==> src/rtl/serial_logic_unit_if.sv <==
// Operand/result bundle between the decode stage, the serial logic unit and writeback.
// The master side issues operations; the slave side is the logic unit itself.
interface serial_logic_unit_if #(
  parameter int WIDTH = 8
);
  logic             start;
  logic [2:0]       op;
  logic [WIDTH-1:0] a;
  logic [WIDTH-1:0] b;
  logic             busy;
  logic             done;
  logic [WIDTH-1:0] result;
  logic             zero;

  modport master (output start, op, a, b, input busy, done, result, zero);
  modport slave  (input start, op, a, b, output busy, done, result, zero);
endinterface

==> src/rtl/serial_logic_unit.sv <==
// Bit-serial bitwise logic unit: one operand bit per clock through a gate-level cell,
// LSB first, with a registered result, a one-cycle done pulse and a zero flag.
module serial_logic_unit #(
  parameter int WIDTH = 8
) (
  input  logic               clk,
  input  logic               rst,
  serial_logic_unit_if.slave bus
);
  localparam int CNT_W = $clog2(WIDTH) + 1;

  typedef enum logic [1:0] {IDLE, SHIFT, DONE} state_t;

  state_t           state;
  state_t           state_next;
  logic [WIDTH-1:0] sa;
  logic [WIDTH-1:0] sb;
  logic [WIDTH-1:0] acc;
  logic [WIDTH-1:0] acc_next;
  logic [2:0]       op_q;
  logic [CNT_W-1:0] cnt;
  logic             last_bit;
  logic             load;
  logic             f;

  // Single-bit logic cell: every candidate function from primitives, opcode picks one.
  wire g_and, g_or, g_nand, g_nor, g_xor, g_xnor, g_nota;

  and  u_and  (g_and,  sa[0], sb[0]);
  or   u_or   (g_or,   sa[0], sb[0]);
  nand u_nand (g_nand, sa[0], sb[0]);
  nor  u_nor  (g_nor,  sa[0], sb[0]);
  xor  u_xor  (g_xor,  sa[0], sb[0]);
  xnor u_xnor (g_xnor, sa[0], sb[0]);
  not  u_nota (g_nota, sa[0]);

  always_comb begin
    // NOTE: default first so no path leaves f unassigned, which would infer a latch.
    f = 1'b0;
    case (op_q)
      3'b000: f = g_and;
      3'b001: f = g_or;
      3'b010: f = g_nand;
      3'b011: f = g_nor;
      3'b100: f = g_xor;
      3'b101: f = g_xnor;
      3'b110: f = g_nota;
      3'b111: f = sb[0];
      default: f = 1'b0;
    endcase
  end

  assign acc_next = {f, acc[WIDTH-1:1]};
  assign last_bit = (state == SHIFT) && (cnt == CNT_W'(WIDTH - 1));
  // Start is only honoured when not shifting; DONE accepts it for back-to-back issue.
  assign load     = bus.start && ((state == IDLE) || (state == DONE));

  always_ff @(posedge clk or posedge rst) begin
    // NOTE: non-blocking assignments so every register samples pre-edge values.
    if (rst) state <= IDLE;
    else     state <= state_next;
  end

  always_comb begin
    state_next = state;
    case (state)
      IDLE:    if (bus.start) state_next = SHIFT;
      SHIFT:   if (last_bit)  state_next = DONE;
      DONE:    state_next = bus.start ? SHIFT : IDLE;
      default: state_next = IDLE;
    endcase
  end

  always_comb begin
    bus.busy = 1'b0;
    bus.done = 1'b0;
    case (state)
      SHIFT:   bus.busy = 1'b1;
      DONE:    bus.done = 1'b1;
      default: ;
    endcase
  end

  always_ff @(posedge clk or posedge rst) begin
    if (rst) begin
      sa         <= '0;
      sb         <= '0;
      op_q       <= '0;
      acc        <= '0;
      cnt        <= '0;
      bus.result <= '0;
      bus.zero   <= 1'b1;
    end else if (load) begin
      sa   <= bus.a;
      sb   <= bus.b;
      op_q <= bus.op;
      acc  <= '0;
      cnt  <= '0;
    end else if (state == SHIFT) begin
      acc <= acc_next;
      sa  <= sa >> 1;
      sb  <= sb >> 1;
      cnt <= cnt + 1'b1;
      // Result is published only on the final bit so writeback never sees a partial word.
      if (last_bit) begin
        bus.result <= acc_next;
        bus.zero   <= (acc_next == '0);
      end
    end
  end
endmodule

==> src/flat_wrapper.sv <==
// flat-port wrapper written by rule: the top's interface ports become plain ports
module serial_logic_unit_flat 
#(
  parameter int WIDTH = 8
)
  (clk, rst, bus_start, bus_op, bus_a, bus_b, bus_busy, bus_done, bus_result, bus_zero);
  serial_logic_unit_if #(.WIDTH(WIDTH)) bus_i ();
  input  logic clk;
  input  logic rst;
  input wire logic [$bits(bus_i.start)-1:0] bus_start;
  input wire logic [$bits(bus_i.op)-1:0] bus_op;
  input wire logic [$bits(bus_i.a)-1:0] bus_a;
  input wire logic [$bits(bus_i.b)-1:0] bus_b;
  output wire logic [$bits(bus_i.busy)-1:0] bus_busy;
  output wire logic [$bits(bus_i.done)-1:0] bus_done;
  output wire logic [$bits(bus_i.result)-1:0] bus_result;
  output wire logic [$bits(bus_i.zero)-1:0] bus_zero;
  assign bus_i.start = bus_start;
  assign bus_i.op = bus_op;
  assign bus_i.a = bus_a;
  assign bus_i.b = bus_b;
  assign bus_busy = bus_i.busy;
  assign bus_done = bus_i.done;
  assign bus_result = bus_i.result;
  assign bus_zero = bus_i.zero;
  serial_logic_unit #(.WIDTH(WIDTH)) u_core (.clk(clk), .rst(rst), .bus(bus_i));
endmodule
==> config.mk <==
export PLATFORM = sky130hd
export DESIGN_NAME = serial_logic_unit_flat
export DESIGN_NICKNAME = d
export VERILOG_FILES = /design/src/rtl/serial_logic_unit_if.sv /design/src/rtl/serial_logic_unit.sv /design/src/flat_wrapper.sv
export SDC_FILE = /design/constraint.sdc
export NUM_CORES = 1
export LEC_CHECK = 0
export BUFFER_PORTS_ARGS = -buffer_cell sky130_fd_sc_hd__buf_4
export CORE_MARGIN = 3
export CORE_UTILIZATION = 45
export CTS_CLUSTER_DIAMETER = 80
export DETAILED_ROUTE_END_ITERATION = 6
export GPL_TIMING_DRIVEN = 0
export PLACE_DENSITY = 0.72
export SYNTH_ARGS = -nofsm -noshare
export SYNTH_HDL_FRONTEND = slang
export SYNTH_SLANG_ARGS = --single-unit
export TNS_END_PERCENT = 1
==> constraint.sdc <==
create_clock -name clk -period 3.57 [get_ports clk]
set_clock_uncertainty 0.1 [all_clocks]
set_input_delay 0.357 -clock clk [delete_from_list [all_inputs] [get_ports clk]]
set_output_delay 0.357 -clock clk [all_outputs]
set_load 0.1 [all_outputs]
# After elaboration in Yosys (flattened, before gate mapping)
# Cells that the tools add are included.
[classes]
addsub = 1
eq_ne = 12
mux = 15
n_bitwise = 8
n_reduce_logical = 9
[ops]
columns = ["cell", "count"]
rows = [
  ["$mux W8", 6],
  ["$eq A3 B3 Y1 const B", 4],
  ["$logic_not A8 Y1", 1],
  ["$mux W4", 2],
  ["$pmux W1 S8", 1],
  ["$eq A3 B2 Y1 const B", 2],
  ["$pmux W2 S3", 1],
  ["$add A4 B1 Y4 const B", 1],
  ["$eq A4 B3 Y1 const B", 1],
  ["$mux W2", 2],
  ["$not A1 Y1", 4],
  ["$eq A3 B1 Y1 const B", 1],
  ["$logic_not A3 Y1", 1],
  ["$mux W1", 3],
  ["$reduce_and A3 Y1", 1],
  ["$eq A2 B1 Y1 const B", 1],
  ["$eq A2 B2 Y1 const B", 1],
  ["$logic_and A1 B1 Y1", 2],
  ["$logic_not A2 Y1", 1],
  ["$ne A2 B1 Y1 const B", 1],
  ["$ne A2 B2 Y1 const B", 1],
  ["$reduce_and A2 Y1", 1],
  ["$reduce_bool A2 Y1", 1],
  ["$and A1 B1 Y1", 1],
  ["4 further kinds", 4],
]
[totals]
reg_bits = 42
out_inout_bits = 11
wordCells = 53

# Logic depth before layout (Yosys ltp)
[logic_depth]
ltp_word = 5
depth_mapped = 6
ltp_nobuf = 6

# Worst setup path after synthesis
# No wires, ideal clock.
[synth_timing]
path_kind = "reg-to-output"
start = "reg u_core.state[0]"
end = "out bus_done"
arrival_ns = 1.721
required_ns = 3.113
setup_slack_ns = 1.392
path_stages_with_launch = 2
n_path_buf = 0
path_cell_list = "dfrtp_1 > nor2b_1"
[synth_via]
elab_chain_len = 2
[synth_lines]
columns = ["item", "line", "source"]
rows = [
  ["from (decl)", "serial_logic_unit.sv:14", "state_t state;"],
  ["from (signal assigned)", "serial_logic_unit.sv:61", "else state <= state_next;"],
  ["$eq A2 B2 Y1", "serial_logic_unit.sv:77", "case (state)"],
  ["$mux W1", "serial_logic_unit.sv:77", ""],
  ["to (decl)", "flat_wrapper.sv:15", "output wire logic [$bits(bus_i.done)-1:0] bus_done;"],
]
# Every way passes these cells.

# Worst setup path in the final report
[layout_timing]
start = "reg u_core.state[1]"
end = "out bus_busy"
[layout_via]
elab_chain_len = 2
[layout_lines]
columns = ["item", "line", "source"]
rows = [
  ["$eq A2 B1 Y1", "serial_logic_unit.sv:77", ""],
  ["$mux W1", "serial_logic_unit.sv:77", ""],
  ["to (decl)", "flat_wrapper.sv:14", "output wire logic [$bits(bus_i.busy)-1:0] bus_busy;"],
]
# Every way passes these cells.

==> flow_summary.toml <==
[sta]
max_clock_freq_mhz = 466
slew_violations = 0
hold_violations = 0
relSlewSlack_pct = 44.9
worst_slack_ns = 1.42
finalSetupViolations = 0
rsz0062_at_grt = "no"
holdWs_ns = 0.132
tns_ns = 0
min_period_ns = 2.15
timing.final.crit_share_pct = 60.1
tightest_slew_ns = 0.825

[global_routing]
grt_use_met2_pct = 24.0
grt_max_degree = 42
grt_pass1_vias = 1309
overflow = 0
track_usage_pct = 15.9
grtUsageMet3_pct = 5.54
grtUsageMet1_pct = 21.1
busiest_layer = "met2"
antenna_found_initial = 0
grt_pass1_wl_um = 6070

[placed_design]
hpwl_um = 2570
pre_cts_slack_ns = 1.74
gp_congestion = 0.718
portBuffers = 32
placed_area_um2 = 2090

[worst_setup_path]
crit_chain = "and2b_1 > buf_4 > buf_2 > buf_4"
cp_common_cell = "buf_4"
crit_path_max_incr_delay_ns = 0.39
crit_path_start_kind = "register"
crit_fanout = 10
end_kind = "output port"
setup.worst_path.class = "register to output port"
arrival_ns = 1.69
critical_path_required_ns = 3.11
cpMaxStageDelayCell = "dfrtp_1"

[final_layout]
diodes = 0
multi_input_area_um2 = 694
seq_area_um2 = 1030
fin_nets = 211
final.fill_count = 334
layout-drive-gt1-share_pct = 34.8
fin_area_um2 = 2220
area_growth_pct = 24.3

[floorplanning]
initial_core_util_pct = 47.8
io_pins = 33
dieArea_um2 = 4770
die_h_um = 69.1
core_um2 = 3740
rows = 22
die_w_um = 69.1

[logic_synthesis]
syn_avg_cell_area_um2 = 12.2
synth_compound_area_share_pct = 13.8
synth_top_family_by_area = "compound AO/OA/AOI/OAI gates"
synthXorXnorAreaFrac_pct = 1.96
synth_fa_ha_area_share_pct = 2.10
synth-seq-cells = 41
ys.flop_type = "dfrtp_1"
synth_mux_area_share_pct = 8.95
synth_simple_gate_area_share_pct = 12.0
async_reset_ff_share_pct = 100
synth_seq_area_share_pct = 57.4
synth_cell_types = 34
synthCells = 147
netlist_area_um2 = 1790
synth_edf_count = 0
ys_warn_count = 0
syn-num-nets = 172

[clock_tree]
clkSinkCount = 41
cts_resized = 0
cts_buffers = 5
holdBufCountCts = 0
clock_path_buffers = 2
clk_pin_slew_ns = 0.08
clkLatencyLatePin_ns = 0.29
post_cts_buffers = 0
clk_root_buffer_cell = "clkbuf_8"
cts_tree = "yes"
htree_levels = 2

[route]
avgViaCountPerCell = 5.38
wire_per_inst_um = 14.8
drt-pass1-iter-count = 4
routed_wl_um = 3480
drt_iter0_drc = 35
ant_nets = 0
vias = 1264
drc = 0

[run]
drv_cap = 0

[power]
irDropWorstVdd_mv = 0.477
power.density_nw_per_um2 = 1060
power.total_mw = 2.36
p_leak_nw = 1.10

[status]
status = "finished, final reports clean"

[hold_path]
holdCritPathClass = "primary input to asynchronous set/reset pin"
-- area by class of cell --
| type | instances | share of cell area (%) |
|---|---|---|
| Tap cell | 48 | 2.70 |
| Clock inverter | 3 | 2.93 |
| Multi-Input combinational cell | 93 | 31.2 |
| Timing Repair Buffer | 32 | 10.8 |
| Buffer | 9 | 2.36 |
| Clock buffer | 5 | 3.10 |
| Sequential cell | 41 | 46.2 |
| Inverter | 4 | 0.675 |
-- per-layer routing --
layer | vias up | part of all wire, % | wire length (um)
li1 | 595 | - | -
met1 | 621 | 42 | 1480
met2 | 40 | 50 | 1760
met3 | 8 | 5.6 | 195
met4 | 0 | 1.5 | 52
met5 | - | 0 | 0
-- registers in the layout (all words and copies together) (netlist names) --
name / count
u_core.state: 2
u_core.op_q: 3
u_core.sa: 8
u_core.sb: 8
u_core.bus.result: 8
u_core.bus.zero: 1
u_core.cnt: 4
u_core.acc: 7
-- kinds of logic (layout without fill, tap and decap cells) --
logic type,count (synthesis),after routing
simple gates,44,44
flops,41,41
xor+xnor,4,4
compound gates,30,30
buf+inv,13,53
fa+ha+maj,3,3
mux,12,12
-- stage by stage --
stage                     util, %  cells
after CTS                    59.4    235
after floorplan                 -    147
after global placement       55.8    227
final                        59.4    235
after detailed placement     55.8    227
after global routing         59.4    235
-- worst max-delay path: cells and delay by family (launching register included) --
family                 cells  cell delay (ns)
buffers and inverters      3             0.76
DFF                        1             0.39
and+or+nand+nor            1             0.25
-- final timing paths --
path,startpoint,slack [ns],cells past startpoint,endpoint
setup reg to reg,u_core.sb[0],1.82,6,u_core.bus.result[7]
min in group clk,bus_a[4],0.17,3,u_core.sa[4]
hold / removal,rst,0.13,2,u_core.sb[6]
hold reg to reg,u_core.sb[6],0.38,2,u_core.sb[6]
setup / recovery,u_core.state[1],1.42,4,bus_busy
max in group asynchronous,rst,2.71,2,u_core.acc[2]
-- Yosys cell counts (2+ instances only) --
master    number  share of area [%]
a221o_1        2                1.1
a22o_1        10                4.9
a22oi_1       11                4.6
buf_2          6                1.7
dfrtp_1       40                 56
ha_1           3                2.1
inv_1          4               0.84
mux2_2         4                2.5
mux2_4         7                5.9
nand2_1       24                5.0
nand2b_1       2               0.70
nor2_1         4               0.84
nor2b_1        3                1.0
nor3_1         4                1.1
o21ai_0        2               0.56
xor2_1         3                1.5
-- where the power goes --
| part | internal [mW] | total, mW | switching, mW |
|---|---|---|---|
| sequential | 0.672 | 0.825 | 0.154 |
| combinational | 0.405 | 1.10 | 0.700 |
| clock | 0.278 | 0.433 | 0.156 |
| total | 1.35 | 2.36 | 1.01 |
-- cell usage in the layout, fill, tap and decap left out, types with 2 or more instances in the layout --
cell	count
nor2_1	4
buf_4	33
nor3_1	4
nor2b_1	3
mux2_4	7
a221o_1	2
nand2_1	24
clkbuf_8	5
nand2b_1	2
bufinv_16	2
o21ai_0	2
buf_2	6
xor2_1	3
ha_1	3
a22o_1	10
dfrtp_1	40
mux2_2	4
a22oi_1	11
inv_1	3
(Power assumes the default switching activity.)
